`src/rtl/instr_fetch_queue_if.sv`:
```
// Fetch-side handshake bundle: PC request/stall, instruction-memory port and decode port.
// master is the fetch queue's view, slave is the surrounding core/memory view.
interface instr_fetch_queue_if;
  logic [31:0] fetch_pc;
  logic        fetch_valid;
  logic        fetch_stall;
  logic        flush;
  logic        imem_req;
  logic [31:0] imem_addr;
  logic        imem_gnt;
  logic        imem_rvalid;
  logic [31:0] imem_rdata;
  logic        dec_valid;
  logic [31:0] dec_instr;
  logic [31:0] dec_pc;
  logic [31:0] dec_pc_plus_4;
  logic        dec_ready;

  modport master (
    input  fetch_pc, fetch_valid, flush, imem_gnt, imem_rvalid, imem_rdata, dec_ready,
    output fetch_stall, imem_req, imem_addr, dec_valid, dec_instr, dec_pc, dec_pc_plus_4
  );

  modport slave (
    output fetch_pc, fetch_valid, flush, imem_gnt, imem_rvalid, imem_rdata, dec_ready,
    input  fetch_stall, imem_req, imem_addr, dec_valid, dec_instr, dec_pc, dec_pc_plus_4
  );
endinterface

```
`src/rtl/instr_fetch_queue.sv`:
```
// In-order instruction fetch queue: issues PC reads, pairs returned words with their PC,
// and hands them to decode; a flush kills queued entries and drops in-flight responses.
module instr_fetch_queue #(
  parameter int unsigned DEPTH = 4
) (
  input  logic                   clk,
  input  logic                   rst_n,
  instr_fetch_queue_if.master    bus,
  output logic [$clog2(DEPTH):0] occupancy,
  output logic                   protocol_err
);

  localparam int unsigned AW = $clog2(DEPTH);
  localparam int unsigned PW = AW + 1;

  logic [PW-1:0] wr_ptr, fill_ptr, rd_ptr, drop_cnt;
  logic [PW-1:0] alloc_cnt, unfilled;
  logic [PW:0]   inflight, drop_flush;
  logic [AW-1:0] wr_idx, fill_idx, rd_idx;
  logic [DEPTH-1:0] filled;
  logic [31:0]   pc_mem    [DEPTH];
  logic [31:0]   instr_mem [DEPTH];

  logic req, grant, pop, dec_valid;
  logic rsp_drop, rsp_fill, rsp_err;

  assign wr_idx   = wr_ptr[AW-1:0];
  assign fill_idx = fill_ptr[AW-1:0];
  assign rd_idx   = rd_ptr[AW-1:0];

  // Issue, response classification and drain qualification
  always_comb begin
    alloc_cnt = wr_ptr - rd_ptr;
    unfilled  = wr_ptr - fill_ptr;
    inflight  = {1'b0, alloc_cnt} + {1'b0, drop_cnt};
    req       = bus.fetch_valid & ~bus.flush & (inflight < (PW+1)'(DEPTH));
    grant     = req & bus.imem_gnt;
    rsp_drop  = bus.imem_rvalid & (drop_cnt != '0);
    rsp_fill  = bus.imem_rvalid & (drop_cnt == '0) & (unfilled != '0);
    rsp_err   = bus.imem_rvalid & (drop_cnt == '0) & (unfilled == '0);
    dec_valid = (alloc_cnt != '0) & filled[rd_idx] & ~bus.flush;
    pop       = dec_valid & bus.dec_ready;
  end

  // Stale responses still owed after a flush; a response arriving in the flush cycle is consumed
  always_comb begin
    drop_flush = {1'b0, drop_cnt} + {1'b0, unfilled};
    if (bus.imem_rvalid && (drop_flush != '0)) begin
      drop_flush = drop_flush - (PW+1)'(1);
    end
    if (drop_flush > (PW+1)'(DEPTH)) begin
      drop_flush = (PW+1)'(DEPTH);
    end
  end

  assign bus.imem_req      = req;
  assign bus.imem_addr     = {bus.fetch_pc[31:2], 2'b00};
  assign bus.fetch_stall   = bus.fetch_valid & ~grant;
  assign bus.dec_valid     = dec_valid;
  assign bus.dec_instr     = instr_mem[rd_idx];
  assign bus.dec_pc        = pc_mem[rd_idx];
  assign bus.dec_pc_plus_4 = pc_mem[rd_idx] + 32'd4;
  assign occupancy         = alloc_cnt;

  // Pointers, fill flags, drop counter and sticky error
  always_ff @(posedge clk) begin
    if (!rst_n) begin
      wr_ptr       <= '0;
      fill_ptr     <= '0;
      rd_ptr       <= '0;
      drop_cnt     <= '0;
      filled       <= '0;
      protocol_err <= 1'b0;
    end else begin
      if (rsp_err) begin
        protocol_err <= 1'b1;
      end
      if (bus.flush) begin
        rd_ptr   <= wr_ptr;
        fill_ptr <= wr_ptr;
        filled   <= '0;
        drop_cnt <= PW'(drop_flush);
      end else begin
        if (grant) begin
          wr_ptr         <= wr_ptr + PW'(1);
          filled[wr_idx] <= 1'b0;
        end
        if (rsp_fill) begin
          fill_ptr         <= fill_ptr + PW'(1);
          filled[fill_idx] <= 1'b1;
        end
        if (rsp_drop) begin
          drop_cnt <= drop_cnt - PW'(1);
        end
        if (pop) begin
          rd_ptr <= rd_ptr + PW'(1);
        end
      end
    end
  end

  // Payload storage needs no reset; it is qualified by the fill flags
  always_ff @(posedge clk) begin
    if (grant) begin
      pc_mem[wr_idx] <= bus.fetch_pc;
    end
    if (rsp_fill && !bus.flush) begin
      instr_mem[fill_idx] <= bus.imem_rdata;
    end
  end

endmodule

```
`src/flat_wrapper.sv`:
```
// flat-port wrapper written by rule: the top's interface ports become plain ports
module instr_fetch_queue_flat 
#(
  parameter int unsigned DEPTH = 4
)
  (clk, rst_n, occupancy, protocol_err, bus_fetch_pc, bus_fetch_valid, bus_flush, bus_imem_gnt, bus_imem_rvalid, bus_imem_rdata, bus_dec_ready, bus_fetch_stall, bus_imem_req, bus_imem_addr, bus_dec_valid, bus_dec_instr, bus_dec_pc, bus_dec_pc_plus_4);
  instr_fetch_queue_if bus_i ();
  input  logic clk;
  input  logic rst_n;
  output logic [$clog2(DEPTH):0] occupancy;
  output logic protocol_err;
  input wire logic [$bits(bus_i.fetch_pc)-1:0] bus_fetch_pc;
  input wire logic [$bits(bus_i.fetch_valid)-1:0] bus_fetch_valid;
  input wire logic [$bits(bus_i.flush)-1:0] bus_flush;
  input wire logic [$bits(bus_i.imem_gnt)-1:0] bus_imem_gnt;
  input wire logic [$bits(bus_i.imem_rvalid)-1:0] bus_imem_rvalid;
  input wire logic [$bits(bus_i.imem_rdata)-1:0] bus_imem_rdata;
  input wire logic [$bits(bus_i.dec_ready)-1:0] bus_dec_ready;
  output wire logic [$bits(bus_i.fetch_stall)-1:0] bus_fetch_stall;
  output wire logic [$bits(bus_i.imem_req)-1:0] bus_imem_req;
  output wire logic [$bits(bus_i.imem_addr)-1:0] bus_imem_addr;
  output wire logic [$bits(bus_i.dec_valid)-1:0] bus_dec_valid;
  output wire logic [$bits(bus_i.dec_instr)-1:0] bus_dec_instr;
  output wire logic [$bits(bus_i.dec_pc)-1:0] bus_dec_pc;
  output wire logic [$bits(bus_i.dec_pc_plus_4)-1:0] bus_dec_pc_plus_4;
  assign bus_i.fetch_pc = bus_fetch_pc;
  assign bus_i.fetch_valid = bus_fetch_valid;
  assign bus_i.flush = bus_flush;
  assign bus_i.imem_gnt = bus_imem_gnt;
  assign bus_i.imem_rvalid = bus_imem_rvalid;
  assign bus_i.imem_rdata = bus_imem_rdata;
  assign bus_i.dec_ready = bus_dec_ready;
  assign bus_fetch_stall = bus_i.fetch_stall;
  assign bus_imem_req = bus_i.imem_req;
  assign bus_imem_addr = bus_i.imem_addr;
  assign bus_dec_valid = bus_i.dec_valid;
  assign bus_dec_instr = bus_i.dec_instr;
  assign bus_dec_pc = bus_i.dec_pc;
  assign bus_dec_pc_plus_4 = bus_i.dec_pc_plus_4;
  instr_fetch_queue #(.DEPTH(DEPTH)) u_core (.clk(clk), .rst_n(rst_n), .bus(bus_i), .occupancy(occupancy), .protocol_err(protocol_err));
endmodule
```
`config.mk`:
```
export PLATFORM = sky130hd
export DESIGN_NAME = instr_fetch_queue_flat
export DESIGN_NICKNAME = d
export VERILOG_FILES = /design/src/rtl/instr_fetch_queue_if.sv /design/src/rtl/instr_fetch_queue.sv /design/src/flat_wrapper.sv
export SDC_FILE = /design/constraint.sdc
export NUM_CORES = 1
export LEC_CHECK = 0
export CORE_MARGIN = 2
export CORE_UTILIZATION = 40
export DETAILED_ROUTE_END_ITERATION = 8
export HOLD_SLACK_MARGIN = 0.12
export PLACE_DENSITY = 0.73
export SYNTH_ARGS = -nofsm -noshare
export SYNTH_HDL_FRONTEND = slang
export SYNTH_SLANG_ARGS = --single-unit
```
`constraint.sdc`:
```
create_clock -name clk -period 4.3 [get_ports clk]
set_clock_uncertainty 0.05 [all_clocks]
set_input_delay 0.86 -clock clk [delete_from_list [all_inputs] [get_ports clk]]
set_output_delay 0.86 -clock clk [all_outputs]
set_load 0.05 [all_outputs]
```
==> flow_metrics.tcl <==
set metrics [dict create \
    dieArea_um2 30200 \
    port_buffers 203 \
    hp-start "u_core.filled[3]$_SDFF_PP0_" \
    worst-path-buf-inv 3 \
    reg2reg_to "u_core.pc_mem[3][29]$_DFFE_PP_" \
    start_util 0.404 \
    synth_top_flop_cell "edfxtp_1" \
    cpPeakStageDelay_ns 0.51 \
    hold_violations 0 \
    synth_top_family_by_area "multiplexers" \
    worstPathRequired_ns 3.39 \
    synth_edf_count 256 \
    min_to "u_core.filled[3]$_SDFF_PP0_" \
    cts-hold-fix-buffers 0 \
    power_density_nw_per_um2 420 \
    hold_path.class "reg2reg" \
    grt_usage 0.151 \
    drv_cap 0 \
    drv_slew 0 \
    r2r-start "u_core.wr_ptr[0]$_SDFFE_PN0P_" \
    place_inst 1159 \
    root_buffer "clkbuf_16" \
    vias_per_cell 4.92 \
    num_vias 5947 \
    crit_path_top_delay_cell "or4b_1" \
    grt_antenna_before_repair 1 \
    startpoint_type "flip-flop" \
    synth_cell_types 59 \
    synthMuxAreaShare 0.133 \
    tightest_slew_ns 0.914 \
    max-slew-margin-rel 0.388 \
    rows 62 \
    grt_pass1_wl_um 35600 \
    worstPathCellList "inv_2, ha_1, inv_1, fa_1, xnor3_2, ha_1, or4b_1, a311oi_4, and2_4, nor2b_1, buf_4" \
    drive_above_1_share 0.185 \
    synth_cells 612 \
    grt_max_degree 33 \
    h-tree-depth 1 \
    synth-seq-cells 275 \
    status "complete, no violations" \
    worstSetupPathType "reg2out" \
    cp_common_cell "ha_1" \
    drc 0 \
    synthAdderAreaFrac 0.0269 \
    gp_congestion 0.790 \
    cts_max_path_buffers 3 \
    wl_per_cell_um 19.0 \
    routed_wl_um 22900 \
    numCtsBuffers 27 \
    min_period_ns 4.15 \
    first_iter_violations 418 \
    crit_path_end_kind "output port" \
    fin_cells 1208 \
    post-route-util 0.516 \
    yosysWarnings 0 \
    synth-xor-area-share 0.0298 \
    hpwl_um 15200 \
    clk_latency_ns 0.52 \
    ant_nets 0 \
    crit_path_start "u_core.wr_ptr[0]$_SDFFE_PN0P_" \
    ir_drop_mv 0.262 \
    cts_tree "yes" \
    grt_pass1_vias 6302 \
    core_area_um2 28500 \
    critPathTopFamily "adder cells" \
    synth_area_um2 11500 \
    timing.final.crit_share 0.966 \
    clock-sinks 275 \
    synth-simple-area-share 0.0462 \
    rsz0062_at_grt "false" \
    r2r_setup_slack_ns 0.80 \
    die_h_um 174 \
    syn2layout_area_growth_pct 27.8 \
    fmax_ghz 0.241 \
    finalSetupViolations 0 \
    reg2reg_depth 13 \
    synth_compound_area_frac 0.0197 \
    power.leakage_uw 0.00485 \
    critPathArrivalTime_ns 3.24 \
    critPathMaxFanout 5 \
    avgSynthCellArea_um2 18.8 \
    nNetsFinal 900 \
    min_path_cells 2 \
    async_flop_share 0 \
    gr-total-overflow 0 \
    clk_pin_slew_ns 0.06 \
    ys_seq_area_frac 0.700 \
    pin_count 206 \
    holdWs_ns 0.416 \
    die_w_um 174 \
    dr.pass1.iters 5 \
    fin_setup_tns_ns 0 \
]
==> tightest hold or removal path, cell delays in order (launching register included) <==
cell,delay (ns)
dfxtp_1,0.31
nand2_1,0.05
a21oi_1,0.06
==> power breakdown <==
part	internal [uW]	switching, uW
combinational	378	609
sequential	2990	31.3
clock	1260	915
total	4630	1550
==> registers in the layout, summed over array words and instances, names as in the netlist, named ones only <==
name / flops
u_core.protocol_err: 1
u_core.fill_ptr: 3
u_core.pc_mem: 128
u_core.wr_ptr: 3
u_core.instr_mem: 128
u_core.drop_cnt: 3
u_core.filled: 4
u_core.rd_ptr: 3
==> synth_stat cells (all sizes together) (3+ instances only) <==
master / n / area (um2)
o21ai: 4 / 20.0
xnor2: 24 / 210
and2: 8 / 50.1
inv: 29 / 109
a21oi: 10 / 50.1
nor2b: 8 / 50.1
clkbuf: 6 / 22.5
fa: 3 / 60.1
ha: 20 / 250
nor2: 18 / 80.1
edfxtp: 256 / 7690
buf: 49 / 375
and3: 9 / 61.3
nand4: 7 / 56.3
mux4: 65 / 1520
a22oi: 3 / 22.5
dfxtp: 19 / 380
xor2: 10 / 87.6
nand2: 29 / 109
==> through the flow <==
stage | total power (uW) | setup slack (ns) | instance area (um2)
3_3_place_gp | 4060 | 0.469 | 13900
6_report | 6180 | 0.148 | 14700
3_5_place_dp | 4070 | 0.380 | 13900
2_1_floorplan | 3740 | 0.0186 | 11600
5_1_grt | 6430 | 0.0140 | 14700
4_1_cts | 6260 | 0.0258 | 14700
==> layer usage <==
metal,vias up,global-route usage,part of all wire
li1,2764,-,-
met1,3005,0.190,0.41
met5,-,0,0
met4,0,0.0347,0.013
met3,23,0.0357,0.061
met2,155,0.265,0.51
==> worst max path at each step <==
stage | endpoint | slack, ns | cells after the start
after floorplan | bus_fetch_stall | 0.02 | 11
after global placement | bus_fetch_stall | 0.47 | 11
after detailed placement | bus_fetch_stall | 0.38 | 11
after CTS | bus_fetch_stall | 0.03 | 11
after global routing | bus_fetch_stall | 0.01 | 11
final | bus_fetch_stall | 0.15 | 11
==> repair_timing <==
action / 4_1_cts / 5_1_grt
resized for setup: 3 / 2
gates cloned: 0 / 0
endpoints found under the hold margin: 0 / 0
buffers inserted: 0 / 2
pin swaps: 0 / 1
setup endpoints to repair: 1 / 7
==> kinds of logic after synthesis <==
group | count (synthesis)
flops | 275
simple gates | 93
buf+inv | 84
mux | 67
xor+xnor | 36
compound gates | 33
fa+ha+maj | 23
other cells | 1
==> area by class of cell <==
cell class                 count  area (um2)
timing repair buffer         219        2250
clock inverter                14         120
sequential                   275        8080
antenna                        1        2.50
tap                          384         480
clock buffer                  32         694
multi-input combinational    254        2990
fill                        2346       13800
inverter                      29         124
==> layout by cell type (no fill, tap or decap), types with 3 or more instances in the layout <==
cell | Yosys | layout
clkinv_1 | 0 | 6
a22oi_1 | 3 | 3
and3_1 | 8 | 4
ha_1 | 20 | 20
fa_1 | 3 | 3
nor2_1 | 15 | 15
dfxtp_1 | 19 | 15
clkdlybuf4s50_1 | 0 | 181
xor2_1 | 10 | 10
clkbuf_16 | 0 | 27
edfxtp_1 | 256 | 256
nor2b_1 | 8 | 8
and3_2 | 0 | 4
mux4_1 | 14 | 14
o21ai_0 | 4 | 4
buf_12 | 2 | 12
nand2_1 | 29 | 29
clkinvlp_4 | 0 | 7
and2_1 | 8 | 7
nand4_1 | 5 | 5
clkinv_2 | 0 | 3
a21oi_1 | 10 | 10
mux4_2 | 51 | 51
clkbuf_1 | 6 | 5
inv_1 | 29 | 24
buf_4 | 38 | 25
xnor2_1 | 24 | 24
Power figures use the tool's default switching activity.
